**config.mk**
```make
export PLATFORM = sky130hd
export DESIGN_NAME = alu_arbiter_flat
export DESIGN_NICKNAME = d
export VERILOG_FILES = /design/src/rtl/alu_pkg.sv /design/src/rtl/alu_arbiter_if.sv /design/src/rtl/rr_picker.sv /design/src/rtl/alu_arbiter.sv /design/src/flat_wrapper.sv
export SDC_FILE = /design/constraint.sdc
export NUM_CORES = 1
export LEC_CHECK = 0
export ABC_AREA = 1
export ABC_CLOCK_PERIOD_IN_PS = 3200
export BUFFER_PORTS_ARGS = -buffer_cell sky130_fd_sc_hd__clkbuf_2
export CORE_AREA = 5 5 161 163
export CTS_CLUSTER_DIAMETER = 80
export DETAILED_ROUTE_END_ITERATION = 10
export DIE_AREA = 0 0 166 168
export SETUP_SLACK_MARGIN = 0.05
export SLEW_MARGIN = 20
export SYNTH_ARGS = -nofsm -noshare
export SYNTH_HDL_FRONTEND = slang
export SYNTH_HIERARCHICAL = 1
export SYNTH_SLANG_ARGS = --single-unit
```
**constraint.sdc**
```tcl
create_clock -name clk -period 3.2 [get_ports clk]
set_input_delay 0 -clock clk [delete_from_list [all_inputs] [get_ports clk]]
set_output_delay 0 -clock clk [all_outputs]
set_load 0.01 [all_outputs]
```
**src/rtl/alu_pkg.sv**
```systemverilog
// rtl/alu_pkg.sv - shared opcode/state types and helpers for the ALU arbiter
// Contents:
//   ALU_W        default operand/result width
//   alu_op_t     legal ALU opcodes (011 and 111 are unused encodings)
//   arb_state_t  arbiter FSM states
//   is_legal_op  1 when an opcode is one the ALU implements
package alu_pkg;

  localparam int ALU_W = 32;

  typedef enum logic [2:0] {
    OP_AND = 3'b000,
    OP_OR  = 3'b001,
    OP_ADD = 3'b010,
    OP_SUB = 3'b110,
    OP_SHL = 3'b100,
    OP_SHR = 3'b101
  } alu_op_t;

  typedef enum logic [1:0] {
    IDLE,
    GRANT,
    EXEC,
    RESP
  } arb_state_t;

  function automatic logic is_legal_op(input logic [2:0] op);
    case (op)
      OP_AND, OP_OR, OP_ADD, OP_SUB, OP_SHL, OP_SHR: return 1'b1;
      default:                                       return 1'b0;
    endcase
  endfunction

endpackage

```
**src/rtl/alu_arbiter_if.sv**
```systemverilog
// rtl/alu_arbiter_if.sv - requester-side request/response bundle of the ALU arbiter
// Signals:
//   req_valid/req_ready  per-requester operation handshake (ready is one-hot)
//   req_op/req_a/req_b   per-requester opcode and operands
//   rsp_valid/rsp_ready  per-requester response handshake (valid is one-hot)
//   rsp_result           shared result bus
//   rsp_zero/rsp_overflow/rsp_err  shared response flags
// Modports: master = requesters, slave = arbiter.
interface alu_arbiter_if #(
  parameter int NREQ = 4,
  parameter int W    = alu_pkg::ALU_W
);

  logic [NREQ-1:0]        req_valid;
  logic [NREQ-1:0]        req_ready;
  logic [NREQ-1:0][2:0]   req_op;
  logic [NREQ-1:0][W-1:0] req_a;
  logic [NREQ-1:0][W-1:0] req_b;
  logic [NREQ-1:0]        rsp_valid;
  logic [NREQ-1:0]        rsp_ready;
  logic [W-1:0]           rsp_result;
  logic                   rsp_zero;
  logic                   rsp_overflow;
  logic                   rsp_err;

  modport master (
    output req_valid, req_op, req_a, req_b, rsp_ready,
    input  req_ready, rsp_valid, rsp_result, rsp_zero, rsp_overflow, rsp_err
  );

  modport slave (
    input  req_valid, req_op, req_a, req_b, rsp_ready,
    output req_ready, rsp_valid, rsp_result, rsp_zero, rsp_overflow, rsp_err
  );

endinterface

```
**src/rtl/rr_picker.sv**
```systemverilog
// rtl/rr_picker.sv - combinational round-robin priority select
// Ports:
//   valid  in   NREQ  request vector
//   ptr    in   IW    last granted index; search starts at ptr+1 and wraps
//   grant  out  NREQ  one-hot winner (all zero when nothing valid)
//   idx    out  IW    winner index
//   any    out  1     at least one request valid
module rr_picker #(
  parameter int NREQ = 4,
  parameter int IW   = 2
) (
  input  logic [NREQ-1:0] valid,
  input  logic [IW-1:0]   ptr,
  output logic [NREQ-1:0] grant,
  output logic [IW-1:0]   idx,
  output logic            any
);

  always_comb begin
    logic [IW-1:0] cand;
    grant = '0;
    idx   = '0;
    any   = 1'b0;
    cand  = '0;
    // Walk ptr+1 .. ptr+NREQ; the last candidate is ptr itself, so the
    // previous winner has lowest priority.
    for (int k = 1; k <= NREQ; k++) begin
      cand = IW'((int'(ptr) + k) % NREQ);
      if (!any && valid[cand]) begin
        any         = 1'b1;
        idx         = cand;
        grant       = '0;
        grant[cand] = 1'b1;
      end
    end
  end

endmodule

```
**src/rtl/alu_arbiter.sv**
```systemverilog
// rtl/alu_arbiter.sv - round-robin arbiter sharing one ALU between NREQ requesters
// Ports:
//   clk, rst       clock, synchronous active-high reset
//   bus            alu_arbiter_if.slave request/response bundle
//   alu_op         opcode held on the ALU
//   alu_a, alu_b   operands held on the ALU
//   alu_result     ALU result (registered inside the ALU, ALU_LAT edges)
//   alu_overflow   ALU overflow flag
module alu_arbiter
  import alu_pkg::*;
#(
  parameter int NREQ    = 4,
  parameter int ALU_LAT = 1,
  parameter int W       = ALU_W
) (
  input  logic          clk,
  input  logic          rst,
  alu_arbiter_if.slave  bus,
  output logic [2:0]    alu_op,
  output logic [W-1:0]  alu_a,
  output logic [W-1:0]  alu_b,
  input  logic [W-1:0]  alu_result,
  input  logic          alu_overflow
);

  localparam int IW = (NREQ > 1) ? $clog2(NREQ) : 1;
  localparam int CW = $clog2(ALU_LAT + 2);
  // EXEC lasts ALU_LAT+1 edges: ALU_LAT for the ALU plus one for its output register.
  localparam logic [CW-1:0] EXEC_LAST = CW'(ALU_LAT);

  arb_state_t      state_q, state_d;
  logic [IW-1:0]   ptr_q;
  logic [IW-1:0]   win_q;
  logic [NREQ-1:0] win_oh_q;
  logic [CW-1:0]   cnt_q;
  logic [W-1:0]    res_q;
  logic            zero_q, ovf_q, err_q;

  logic [IW-1:0]   pick_idx;
  logic [NREQ-1:0] pick_grant;
  logic            pick_any;
  logic            accept;
  logic            win_legal;

  rr_picker #(.NREQ(NREQ), .IW(IW)) u_picker (
    .valid (bus.req_valid),
    .ptr   (ptr_q),
    .grant (pick_grant),
    .idx   (pick_idx),
    .any   (pick_any)
  );

  // The winner may withdraw between IDLE and GRANT; only a still-valid winner is accepted.
  assign accept    = (state_q == GRANT) && bus.req_valid[win_q];
  assign win_legal = is_legal_op(bus.req_op[win_q]);

  assign bus.rsp_result   = res_q;
  assign bus.rsp_zero     = zero_q;
  assign bus.rsp_overflow = ovf_q;
  assign bus.rsp_err      = err_q;

  always_comb begin
    state_d       = state_q;
    bus.req_ready = '0;
    bus.rsp_valid = '0;
    case (state_q)
      IDLE: begin
        if (pick_any) state_d = GRANT;
      end
      GRANT: begin
        if (accept) begin
          bus.req_ready = win_oh_q;
          state_d       = win_legal ? EXEC : RESP;
        end else begin
          state_d = IDLE;
        end
      end
      EXEC: begin
        if (cnt_q == EXEC_LAST) state_d = RESP;
      end
      RESP: begin
        bus.rsp_valid = win_oh_q;
        if (bus.rsp_ready[win_q]) state_d = IDLE;
      end
      default: state_d = IDLE;
    endcase
  end

  always_ff @(posedge clk) begin
    if (rst) begin
      state_q  <= IDLE;
      ptr_q    <= IW'(NREQ - 1);
      win_q    <= '0;
      win_oh_q <= '0;
      cnt_q    <= '0;
      alu_op   <= 3'b000;
      alu_a    <= '0;
      alu_b    <= '0;
      res_q    <= '0;
      zero_q   <= 1'b0;
      ovf_q    <= 1'b0;
      err_q    <= 1'b0;
    end else begin
      state_q <= state_d;
      case (state_q)
        IDLE: begin
          if (pick_any) begin
            win_q    <= pick_idx;
            win_oh_q <= pick_grant;
          end
        end
        GRANT: begin
          if (accept) begin
            alu_op <= bus.req_op[win_q];
            alu_a  <= bus.req_a[win_q];
            alu_b  <= bus.req_b[win_q];
            ptr_q  <= win_q;
            cnt_q  <= '0;
            // Illegal opcodes never reach the ALU result path.
            if (!win_legal) begin
              res_q  <= '0;
              zero_q <= 1'b1;
              ovf_q  <= 1'b0;
              err_q  <= 1'b1;
            end
          end
        end
        EXEC: begin
          if (cnt_q == EXEC_LAST) begin
            res_q  <= alu_result;
            zero_q <= (alu_result == '0);
            ovf_q  <= alu_overflow;
            err_q  <= 1'b0;
            cnt_q  <= '0;
          end else begin
            cnt_q <= cnt_q + 1'b1;
          end
        end
        default: ;
      endcase
    end
  end

endmodule
```
**src/flat_wrapper.sv**
```systemverilog
// flat-port wrapper written by rule: the top's interface ports become plain ports
module alu_arbiter_flat import alu_pkg::*;
#(
  parameter int NREQ    = 4,
  parameter int ALU_LAT = 1,
  parameter int W       = ALU_W
)
  (clk, rst, alu_op, alu_a, alu_b, alu_result, alu_overflow, bus_req_valid, bus_req_op, bus_req_a, bus_req_b, bus_rsp_ready, bus_req_ready, bus_rsp_valid, bus_rsp_result, bus_rsp_zero, bus_rsp_overflow, bus_rsp_err);
  alu_arbiter_if #(.NREQ(NREQ), .W(W)) bus_i ();
  input  logic clk;
  input  logic rst;
  output logic [2:0] alu_op;
  output logic [W-1:0] alu_a;
  output logic [W-1:0] alu_b;
  input  logic [W-1:0] alu_result;
  input  logic alu_overflow;
  input wire logic [$bits(bus_i.req_valid)-1:0] bus_req_valid;
  input wire logic [$bits(bus_i.req_op)-1:0] bus_req_op;
  input wire logic [$bits(bus_i.req_a)-1:0] bus_req_a;
  input wire logic [$bits(bus_i.req_b)-1:0] bus_req_b;
  input wire logic [$bits(bus_i.rsp_ready)-1:0] bus_rsp_ready;
  output wire logic [$bits(bus_i.req_ready)-1:0] bus_req_ready;
  output wire logic [$bits(bus_i.rsp_valid)-1:0] bus_rsp_valid;
  output wire logic [$bits(bus_i.rsp_result)-1:0] bus_rsp_result;
  output wire logic [$bits(bus_i.rsp_zero)-1:0] bus_rsp_zero;
  output wire logic [$bits(bus_i.rsp_overflow)-1:0] bus_rsp_overflow;
  output wire logic [$bits(bus_i.rsp_err)-1:0] bus_rsp_err;
  assign bus_i.req_valid = bus_req_valid;
  assign bus_i.req_op = bus_req_op;
  assign bus_i.req_a = bus_req_a;
  assign bus_i.req_b = bus_req_b;
  assign bus_i.rsp_ready = bus_rsp_ready;
  assign bus_req_ready = bus_i.req_ready;
  assign bus_rsp_valid = bus_i.rsp_valid;
  assign bus_rsp_result = bus_i.rsp_result;
  assign bus_rsp_zero = bus_i.rsp_zero;
  assign bus_rsp_overflow = bus_i.rsp_overflow;
  assign bus_rsp_err = bus_i.rsp_err;
  alu_arbiter #(.NREQ(NREQ), .ALU_LAT(ALU_LAT), .W(W)) u_core (.clk(clk), .rst(rst), .bus(bus_i), .alu_op(alu_op), .alu_a(alu_a), .alu_b(alu_b), .alu_result(alu_result), .alu_overflow(alu_overflow));
endmodule
```
-- Word-level counts from Yosys, hierarchy flattened
Cells that the tools add are included.
- bits in registers: 114
- add/subtract/negate cells: 5
- $lt $le $gt $ge: 9
- equality and inequality tests: 14
- mux-type cells: 65
- reduce and logical (&&, ||, !) cells: 21
- operators with widths (operator ; number):
    $mux 32 ; 5
    $bmux 32 s2 ; 2
    $pmux 32 s2 ; 1
    $logic_not 32->1 ; 1
    $mux 4 ; 7
    $mux 1 ; 23
    $mux 2 ; 10
    $lt 2x3->1 const B ; 5
    $bmux 1 s2 ; 6
    $eq 3x3->1 const B ; 3
    $demux 1 s2 ; 4
    $ge 2x1->1 const B ; 4
    $logic_and 1x1->1 ; 8
    $ne 2x1->1 const B ; 4
    $pmux 2 s4 ; 1
    $add 2x1->2 const B ; 3
    $bmux 3 s2 ; 1
    $pmux 1 s2 ; 3
    $reduce_and 2->1 ; 3
    $reduce_or 6->1 ; 1
    $add 2x2->2 const B ; 2
    $eq 2x1->1 const B ; 2
    $eq 2x2->1 const B ; 2
    $pmux 2 s2 ; 1
    other kinds (10) ; 12

-- Logic depth before layout (Yosys ltp)
Gate-level depths: netlist (run 1).
- depth in word-level cells: 15
- gate-level depth with buffers: 14

-- Cells and area by module
Netlist (run 1), hierarchy kept.
- by module, submodules not included (module ; times used ; cells each ; area each (µm²)):
    alu_arbiter ; 1 ; 958 ; 6451.2
    rr_picker ; 1 ; 81 ; 554.3

-- Worst setup path before layout (run 1)
No wires, ideal clock.
- path type: reg-to-reg
- start: register u_core.ptr_q[0]
- end: register u_core.win_oh_q[0]
- arrival: 2.064 ns
- setup slack: 1.066 ns
- cell stages (with the launch flop): 14
- path buffers: 2
- period minus slack after synthesis: 2.134 ns
- cells stage by stage: dfxtp_1 buf_6 inv_8 ha_1 inv_1 nand2_2 nand2_4 inv_4 nor2_2 nand3_1 nand2_1 clkbuf_1 o21ai_0 a21oi_1
- word-level cells in the longest chain between the ends: 14
- RTL lines (what ; RTL line ; text):
    start, declared ; alu_arbiter.sv:32 ; logic [IW-1:0] ptr_q;
    start signal, assigned ; alu_arbiter.sv:92 ; ptr_q <= IW'(NREQ - 1);
    start signal, assigned ; alu_arbiter.sv:117 ; ptr_q <= win_q;
    $add 2x1->2 ; rr_picker.sv:28 ; cand = IW'((int'(ptr) + k) % NREQ);
    $bmux 1 s2 ; rr_picker.sv:29 ; if (!any && valid[cand]) begin
    $mux 1 (not written as such) ; rr_picker.sv:29 ;
    $mux 1 ; rr_picker.sv:29 ;
    $logic_not 1->1 ; rr_picker.sv:29 ;
    $logic_and 1x1->1 ; rr_picker.sv:29 ;
    $mux 1 ; rr_picker.sv:29 ;
    $logic_not 1->1 ; rr_picker.sv:29 ;
    $logic_and 1x1->1 ; rr_picker.sv:29 ;
    $mux 1 ; rr_picker.sv:29 ;
    $logic_not 1->1 ; rr_picker.sv:29 ;
    $logic_and 1x1->1 ; rr_picker.sv:29 ;
    $mux 1 (*) ; rr_picker.sv:29 ;
    named net u_core.pick_any ; alu_arbiter.sv:41 ; logic pick_any;
    $reduce_and 2->1 (no line) (*) ; - ;
    end signal, assigned ; alu_arbiter.sv:109 ; win_oh_q <= pick_grant;
    end, declared ; alu_arbiter.sv:34 ; logic [NREQ-1:0] win_oh_q;
Mark *: on every way through the listed nets, which the timed path passes. The rest lies on a longest branch. The select of a mux whose other input is x is not followed.
A chain may end at the register's enable or synchronous reset.

-- Final worst setup path (run 1)
- start: register u_core.ptr_q[1]
- end: register u_core.win_q[1]
- word-level cells in the longest chain between the ends: 14
- RTL lines (what ; RTL line ; text):
    $add 2x1->2 ; rr_picker.sv:28 ;
    $bmux 1 s2 ; rr_picker.sv:29 ;
    $mux 1 (not written as such) ; rr_picker.sv:29 ;
    $mux 1 ; rr_picker.sv:29 ;
    $logic_not 1->1 ; rr_picker.sv:29 ;
    $logic_and 1x1->1 ; rr_picker.sv:29 ;
    $mux 1 ; rr_picker.sv:29 ;
    $logic_not 1->1 ; rr_picker.sv:29 ;
    $logic_and 1x1->1 ; rr_picker.sv:29 ;
    $mux 1 ; rr_picker.sv:29 ;
    $logic_not 1->1 ; rr_picker.sv:29 ;
    $logic_and 1x1->1 ; rr_picker.sv:29 ;
    $mux 1 (*) ; rr_picker.sv:29 ;
    named net u_core.pick_any ; alu_arbiter.sv:41 ;
    $reduce_and 2->1 (no line) (*) ; - ;
    end signal, assigned ; alu_arbiter.sv:108 ; win_q <= pick_idx;
    end, declared ; alu_arbiter.sv:33 ; logic [IW-1:0] win_q;
Marks and branches as above.

==> results.toml, run 1 <==
[outcome]
status = "finished, final reports clean"

[setup_path]
crit_path_end_kind = "flop"
start_kind = "flop"
cp_cell_sequence = "inv_1 > ha_1 > inv_1 > nand3_4 > nand3_1 > nor2_2 > nand3_1 > nand2_1 > o21ai_0 > a21oi_1"
crit_buf_inv = 2
cp.arrival_ns = 2.81
path_class = "flop to flop"
crit_slowest_cell = "dfxtp_1"
crit_required_ns = 3.52
cp_top_family = "simple AND/OR/NAND/NOR gates"
critical_path.max_fanout = 12
cp_slowest_stage_delay_ns = 0.50

[cells_and_area]
areaGrowthSynthToFinish_pct = 48.1
fin_cells = 1809
nFillCells = 2498
nets = 1790
final_area_mm2 = 0.0104
layout-drive-gt1-share_pct = 38.2

[grt]
antenna_found_initial = 2
grt_max_degree = 83
grt-ovfl-total = 0
grt_pass1_wl_um = 46700
grt_usage_pct = 20.5
grt_pass1_vias = 8981

[timing]
maxSlewHeadroom_pct = 42.0
maxSlewViolCount = 0
post-route-period-util_pct = 77.7
tns_ns = 0
rsz0062_at_grt = "no"
fin_skew_ns = 0.0156
fin_crit_ns = 2.49
hold_violations = 0
max_freq_mhz = 402
setup_violations = 0
worst_pin_slew_ns = 0.870

[place]
hpwl_um = 22400
port_buffers = 420
place_inst = 1713
post_dp_cell_area_mm2 = 0.00919
place_congestion = 0.880

[logic_synthesis]
yosysMostFrequentCell = "nor2_1"
synth_top_area_share_pct = 32.6
yosysTopAreaCell = "dfxtp_1"
ys_seq_elements = 114
synth_nets = 1358
synth_common_cells = "305 x nor2_1, 154 x o21ai_0, 114 x dfxtp_1"
yosysSeqAreaShare_pct = 32.6
synthFlopType = "dfxtp_1"
syn_area_per_cell_um2 = 6.74
netlist_area_mm2 = 0.00701
yosysUniqueCellTypes = 35
syn_inst = 1039
ys_top_cells_by_area = "dfxtp_1 33%, nor2_1 16%, o21ai_0 11%"
ys_async_sr_fraction_pct = 0
synth_edf_count = 0
ys_warn_count = 6

[clock_network]
path_clk_slew_ns = 0.06
cts_max_level = 4
cts_tree = "done"
clock_latency_ns = 0.41
root_buffer = "clkbuf_16"
clkSinkCount = 114
clockBufferDepth = 2
cts_inserted_buffers = 17
cts-resized-gates = 0

[die]
die_y_um = 168
initial_core_util_pct = 29.0
rows = 57
dieArea_mm2 = 0.0279
io_pins = 421
die_w_um = 166
core_area_mm2 = 0.0242

[drt]
wl_per_cell_um = 16.7
antenna_left = 0
vias_per_cell = 4.85
firstDrtPassIters = 5
routed_wl_um = 30200
first_iter_violations = 516
vias = 8779
drcViolationCount = 0

[power]
leakage_nw = 4.87
total_power_mw = 7.53
vdd_drop_max_uv = 378
power_per_cell_area_mw_per_mm2 = 726

[hold_path]
hold_class = "primary input to flop"

[flow_run]
maxCapViolations = 0
[timing repair]
action / in CTS / in global routing
hold buffers: 63 / 0
setup buffers: 0 / 0
hold endpoints to repair: 59 / 0
[tightest hold or removal path, stage by stage]
cell      delay [ns]
clkbuf_2        0.08
nor2_1          0.09
o22ai_1         0.09
nor2_1          0.08
nor2_1          0.05
[power by group]
part	leakage (nW)	switching, mW	internal [mW]
combinational	3.67	2.44	1.30
clock	0.267	0.727	1.04
sequential	0.931	0.229	1.80
[through the flow]
| step | worst slack (ns) | util, % | hold slack (ns) |
|---|---|---|---|
| final | 0.714 | 42.9 | 0.0173 |
| after global routing | 0.493 | 42.9 | 0.0183 |
| after CTS | 0.728 | 42.9 | 0.0000699 |
| after detailed placement | 0.766 | 38.0 | 0.256 |
| after global placement | 0.882 | 38.0 | 0.239 |
| after floorplan | 1.07 | - | 0.147 |
[area by class of cell]
type	instances	area [µm²]	share of cell area, %
clock buffer	19	453	4.37
antenna	1	2.50	0.0241
multi-input combinational	818	4180	40.3
clock inverter	13	103	0.989
sequential	114	2290	22.0
inverter	24	104	1.00
tap	324	405	3.91
timing repair buffer	496	2840	27.4
[kinds of logic (layout without fill, tap and decap cells)]
kind of cell	Yosys count	in the layout	share of synthesized area (%)
flops	114	114	32.6
buf+inv	107	552	7.88
other cells	0	1	0
fa+ha+maj	8	8	1.43
compound gates	326	326	26.3
simple gates	484	484	31.8
[registers in the layout, summed over array words and instances (netlist names), named ones only]
| signal | cells |
|---|---|
| u_core/alu_b | 32 |
| u_core/cnt_q | 2 |
| u_core/alu_a | 32 |
| u_core/bus.rsp_result | 32 |
| u_core/win_oh_q | 4 |
| u_core/ptr_q | 2 |
| u_core/win_q | 2 |
| u_core/state_q | 1 |
| u_core/bus.rsp_overflow | 1 |
| u_core/bus.rsp_err | 1 |
| u_core/bus.rsp_zero | 1 |
| u_core/alu_op | 3 |
[cell usage in the layout (no fill, tap or decap), types with 2 or more instances in the layout]
cell type	instances
nand2_4	4
o22ai_1	65
dlygate4sd3_1	63
ha_1	8
clkinv_2	3
nand3_1	23
nand3_4	4
nand2_2	16
o21ai_0	154
inv_4	2
o211ai_1	2
nor2_2	2
buf_4	12
clkbuf_2	420
o21ai_1	48
nand4_1	7
clkinvlp_4	3
a21boi_0	4
clkbuf_8	2
nand3_2	32
clkinv_4	4
inv_2	4
a21oi_1	22
clkbuf_16	17
inv_1	16
nor3_1	2
nand2_1	85
nor2_1	305
inv_6	4
a21oi_2	30
dfxtp_1	112
[worst paths after layout]
path,slack (ns),endpoint,cells after the start,start
max,0.71,u_core/win_q[1],10,u_core/ptr_q[1]
min,0.02,u_core/alu_a[7],5,bus_req_a[103]
min reg2reg,0.47,u_core/bus.rsp_result[14],2,u_core/bus.rsp_result[14]
max reg2reg,0.71,u_core/win_q[1],10,u_core/ptr_q[1]
[layer usage]
metal	global-route usage, %	share of wire, %	vias up
li1	-	-	4375
met2	34.6	48	346
met1	24.0	41	3988
met4	8.36	3.5	2
met3	6.66	7.4	68
met5	0	0.023	-
(Power assumes the default switching activity.)
==> inputs of run 2 (changes only) <==
- ABC_CLOCK_PERIOD_IN_PS: 3200 -> 2500
- clock period: 3.2 -> 2.5 ns (I/O delays scaled with it)
==> run 2 against run 1 <==
Worst hold slack improved by 0.0035 ns. Largest power group unchanged. Fmax rose by 11%. Largest cell class unchanged. Via count fell by 0.21%. Sequential share of layout area fell by 0.23 points. Combinational power rose by 29%. Clock-buffer cell count rose by 1. Worst setup slack got worse by 0.45 ns. Global-route usage fell by 0.20 points. Design area rose by 1.0%. Non-clock buffer count rose by 4. Die area did not move. Critical endpoint is now u_core/alu_b[21].
==> results.toml, run 2 (synthesis results as in run 1) <==
[grt]
grt_usage_pct = 20.3
grt_pass1_wl_um = 46200
grt_max_degree = 121
antenna_found_initial = 1
grt_pass1_vias = 8706
grt-ovfl-total = 0

[setup_path]
r2r-end = "u_core/alu_b[21]"
r2r_setup_slack_ns = 0.27
start_kind = "flop"
cp.arrival_ns = 2.57
path_class = "flop to flop"
timing.rr.start = "u_core/win_q[0]"
critical_path.max_fanout = 120
crit_required_ns = 2.84
crit_path_end_kind = "flop"
rr_worst_depth = 7

[power]
vdd_drop_max_uv = 780
power_frac_comb_pct = 48.8
power_per_cell_area_mw_per_mm2 = 942
seqPwrFrac_pct = 26.3
p_sw_mw = 4.30
total_power_mw = 9.88
p_clk_share_pct = 24.9
leakage_nw = 4.92
intPower_mw = 5.58
p_sw_share_pct = 43.5

[clock_network]
clock_latency_ns = 0.40
cts_max_level = 4
path_clk_slew_ns = 0.06
cts_setup_buffers = 0
cts_inserted_buffers = 17
clockBufferDepth = 2
clkSinkCount = 114
cts_tree = "done"
root_buffer = "clkbuf_16"

[timing]
worst_pin_slew_ns = 0.603
rsz0062_at_grt = "no"
maxSlewHeadroom_pct = 59.8
hold_violations = 0
tns_ns = 0
max_freq_mhz = 448
maxSlewViolCount = 0
fin_crit_ns = 2.23
setup_violations = 0
post-route-period-util_pct = 89.3
fin_skew_ns = 0.00930

[cells_and_area]
postLayoutCoreUtil_pct = 43.4
mostFrequentLayoutCells = "420 x clkbuf_2, 305 x nor2_1, 154 x o21ai_0"
nFillCells = 2573
final_area_mm2 = 0.0105
nets = 1794
areaGrowthSynthToFinish_pct = 49.7
layout-drive-gt1-share_pct = 38.5
final_common_cell = "clkbuf_2"

[drt]
top_layer = "met4"
routed_wl_um = 29800
drcViolationCount = 0
first_iter_violations = 471
vias_per_cell = 4.83
firstDrtPassIters = 5
vias = 8761
antenna_left = 0
wl_per_cell_um = 16.4
wl_met3_um = 1990
dr_wl_met2_um = 14500
met1_length_um = 12400

[die]
core_area_mm2 = 0.0242
initial_core_util_pct = 29.0
die_y_um = 168
dieArea_mm2 = 0.0279
rows = 57
die_w_um = 166
io_pins = 421

[flow_run]
maxCapViolations = 0

[hold_path]
hold_class = "primary input to flop"
min_from = "bus_req_b[4]"
hold-path-endpoint = "u_core/alu_b[4]"
min_delay_path_depth = 5

[outcome]
status = "finished, final reports clean"

[place]
port_buffers = 420
place_congestion = 0.909
hpwl_um = 22400
post_dp_cell_area_mm2 = 0.00926
run 2: cell count changes in the layout (fill, tap and decap cells not counted), sizes merged:
| cell | before | now |
|---|---|---|
| inv | 27 | 25 |
| clkbuf | 439 | 440 |
| dlygate4sd3 | 63 | 62 |
| buf | 13 | 18 |
| clkinvlp | 3 | 2 |
| bufinv | 0 | 2 |
run 2: routing by layer:
| layer | GRT usage (%) | vias to the layer above |
|---|---|---|
| met3 | 5.09 | 60 |
| li1 | - | 4389 |
| met1 | 24.6 | 3994 |
| met2 | 34.6 | 318 |
| met5 | 0 | - |
| met4 | 7.71 | 0 |
run 2: through the flow:
stage / instances / setup slack (ns) / hold slack, ns
floorplan: 1039 / 0.366 / 0.147
global placement: 1718 / 0.366 / 0.238
detailed placement: 1718 / 0.312 / 0.249
CTS: 1812 / 0.248 / 0.0000329
global route: 1813 / 0.0760 / 0.0196
finish: 1813 / 0.268 / 0.0207
run 2: how the worst max path moves through the flow:
stage / endpoint / depth (start not counted) / startpoint / slack (ns)
2_1_floorplan: u_core/win_oh_q[0] / 13 / u_core/ptr_q[0] / 0.37
3_3_place_gp: u_core/win_oh_q[3] / 11 / u_core/ptr_q[1] / 0.37
3_5_place_dp: u_core/win_q[1] / 11 / u_core/ptr_q[1] / 0.31
4_1_cts: u_core/alu_b[21] / 7 / u_core/win_q[0] / 0.25
5_1_grt: u_core/alu_b[21] / 7 / u_core/win_q[0] / 0.08
6_report: u_core/alu_b[21] / 7 / u_core/win_q[0] / 0.27
run 2: layout make-up:
type	count	area (µm²)	share of cell area (%)
multi-input cells	818	4180	39.9
repair buffers	500	2910	27.7
flip-flops and latches	114	2290	21.8
clock buffers	20	467	4.45
well taps	324	405	3.87
clock inverters	12	130	1.24
inverters	24	104	0.990
diodes	1	2.50	0.0239
run 2: critical path: stages, from the launching register on:
cell and delay (ns):
dfxtp_4 0.42, inv_4 0.26, buf_12 0.36, o21ai_0 0.22, o22ai_1 0.15, dlygate4sd3_1 0.57
nor2_1 0.04, nor2_1 0.11
run 2: power by group through the flow:
stage	clock (mW)	sequential [mW]	combinational [mW]
after floorplan	0	2.77	3.01
after global placement	0	2.61	4.70
after detailed placement	0	2.63	4.70
after CTS	2.54	2.60	4.84
after global routing	2.62	2.67	5.35
final	2.46	2.60	4.82
run 2: timing repair:
item                                   4_1_cts  5_1_grt
endpoints found under the hold margin       57        0
resized for setup                            0        1
hold buffers                                62        0
setup endpoints to repair                    0        2
==> inputs of run 3 (changes only) <==
- ABC_CLOCK_PERIOD_IN_PS: 2500 -> 2200
- PLACE_DENSITY_LB_ADDON: default -> 0.12
- clock period: 2.5 -> 2.2 ns (I/O delays scaled with it)
==> run 3 against run 2 <==
Power up 16%. Sequential share of layout area down 0.16 points. Die area unchanged. Wire length up 3.7%. Clock power up 15%. First-iteration DRC count up 6.6%. Sequential power up 14%. Clock skew down 0.00075 ns. Worst hold slack worse by 0.0064 ns. Global-route usage up 1.1 points. Worst setup slack worse by 0.048 ns.
==> results.toml, run 3 (synthesis results as in run 1) <==
[drt]
wl_per_cell_um = 17.0
routed_wl_um = 30900
drcViolationCount = 0
antenna_left = 0
firstDrtPassIters = 4
first_iter_violations = 502
vias_per_cell = 4.79
vias = 8700

[cells_and_area]
final_area_mm2 = 0.0106
postLayoutCoreUtil_pct = 43.7
nets = 1797
mostFrequentLayoutCells = "420 x clkbuf_2, 305 x nor2_1, 154 x o21ai_0"
areaGrowthSynthToFinish_pct = 50.8
nFillCells = 2595
final_common_cell = "clkbuf_2"
layout-drive-gt1-share_pct = 38.8

[hold_path]
min_delay_path_depth = 5
hold_class = "primary input to flop"
min_from = "bus_req_a[6]"
hold-path-endpoint = "u_core/alu_a[6]"

[grt]
grt-ovfl-total = 0
grt_usage_pct = 21.3
grt_pass1_wl_um = 48200
antenna_found_initial = 2
grt_pass1_vias = 8773
grt_max_degree = 107

[timing]
tns_ns = 0
maxSlewHeadroom_pct = 38.8
maxSlewViolCount = 0
fin_crit_ns = 1.98
worst_pin_slew_ns = 0.916
hold_violations = 0
setup_violations = 0
fin_skew_ns = 0.00856
rsz0062_at_grt = "no"
max_freq_mhz = 505
post-route-period-util_pct = 90.0

[setup_path]
critical_path.max_fanout = 106
rr_worst_depth = 7
cp.arrival_ns = 2.33
start_kind = "flop"
path_class = "flop to flop"
crit_required_ns = 2.55
timing.rr.start = "u_core/win_q[0]"
crit_path_end_kind = "flop"
r2r-end = "u_core/alu_b[21]"
r2r_setup_slack_ns = 0.22

[power]
seqPwrFrac_pct = 25.9
vdd_drop_max_uv = 590
p_clk_share_pct = 24.9
intPower_mw = 6.43
power_frac_comb_pct = 49.2
p_sw_mw = 5.00
leakage_nw = 4.95
power_per_cell_area_mw_per_mm2 = 1080
p_sw_share_pct = 43.7

[place]
post_dp_cell_area_mm2 = 0.00932
place_congestion = 0.861
port_buffers = 420
hpwl_um = 23700

[clock_network]
cts_max_level = 4
cts_tree = "done"
clock_latency_ns = 0.41
path_clk_slew_ns = 0.06
clockBufferDepth = 2
root_buffer = "clkbuf_16"
cts_inserted_buffers = 17
clkSinkCount = 114

[die]
die_y_um = 168
die_w_um = 166
dieArea_mm2 = 0.0279
rows = 57
io_pins = 421
initial_core_util_pct = 29.0
core_area_mm2 = 0.0242

[flow_run]
maxCapViolations = 0

[outcome]
status = "finished, final reports clean"
-- run 3: cell count changes in the layout (fill, tap and decap cells not counted), moves of 2 or more --
cell        before  now
buf_12           4    6
clkinv_2         5    3
clkbuf_8         3    0
clkinvlp_4       2    4
-- run 3: worst max-delay path by stage --
stage | start | endpoint | cells past startpoint | slack (ns)
finish | u_core/win_q[0] | u_core/alu_b[21] | 7 | 0.22
detailed placement | u_core/ptr_q[0] | u_core/win_oh_q[1] | 11 | 0.05
global route | u_core/ptr_q[0] | flop | 12 | 0.06
global placement | u_core/ptr_q[0] | u_core/win_oh_q[0] | 11 | 0.11
CTS | u_core/ptr_q[0] | flop | 13 | 0.11
floorplan | u_core/ptr_q[0] | u_core/win_oh_q[0] | 13 | 0.07
-- run 3: layout make-up --
class                      count  area, µm²  area share [%]
multi-input combinational    818       4180            39.6
antenna                        2       5.00          0.0474
clock buffer                  17        425            4.03
clock inverter                15        180            1.70
sequential                   114       2290            21.7
inverter                      24        104           0.983
timing repair buffer         503       2980            28.2
tap                          324        405            3.84
-- run 3: metal layers --
metal | track usage [%] | vias up | share of wire (%)
met2 | 37.5 | 293 | 50
met4 | 6.49 | 0 | 2.2
met5 | 0 | - | 0
li1 | - | 4396 | -
met3 | 6.05 | 31 | 6.5
met1 | 25.3 | 3980 | 41
-- run 3: critical path: stages, from the launching register on --
cell,delay (ns)
dfxtp_4,0.41
inv_4,0.20
buf_16,0.33
o21ai_0,0.13
o22ai_1,0.12
dlygate4sd3_1,0.57
nor2_1,0.04
nor2_1,0.10
-- run 3: stage by stage --
stage	setup WS [ns]	hold WS [ns]	total power, mW	cells
2_1_floorplan	0.0663	0.147	6.57	1039
3_3_place_gp	0.107	0.240	8.48	1721
3_5_place_dp	0.0452	0.251	8.48	1721
4_1_cts	0.110	0.000174	11.5	1815
5_1_grt	0.0559	0.0183	12.3	1817
6_report	0.220	0.0144	11.4	1817
-- run 3: power by group through the flow --
stage,sequential (mW),clock [mW],combinational [mW]
floorplan,3.15,0,3.42
global placement,2.98,0,5.49
detailed placement,2.99,0,5.50
CTS,2.96,2.93,5.63
global route,3.02,3.03,6.26
finish,2.96,2.84,5.63
-- run 3: timing repair --
| action | CTS | global route |
|---|---|---|
| endpoints found under the hold margin | 60 | 0 |
| setup buffers | 0 | 0 |
| hold buffers | 62 | 0 |
| endpoints found under the setup margin | 4 | 9 |
| resized for setup | 1 | 4 |
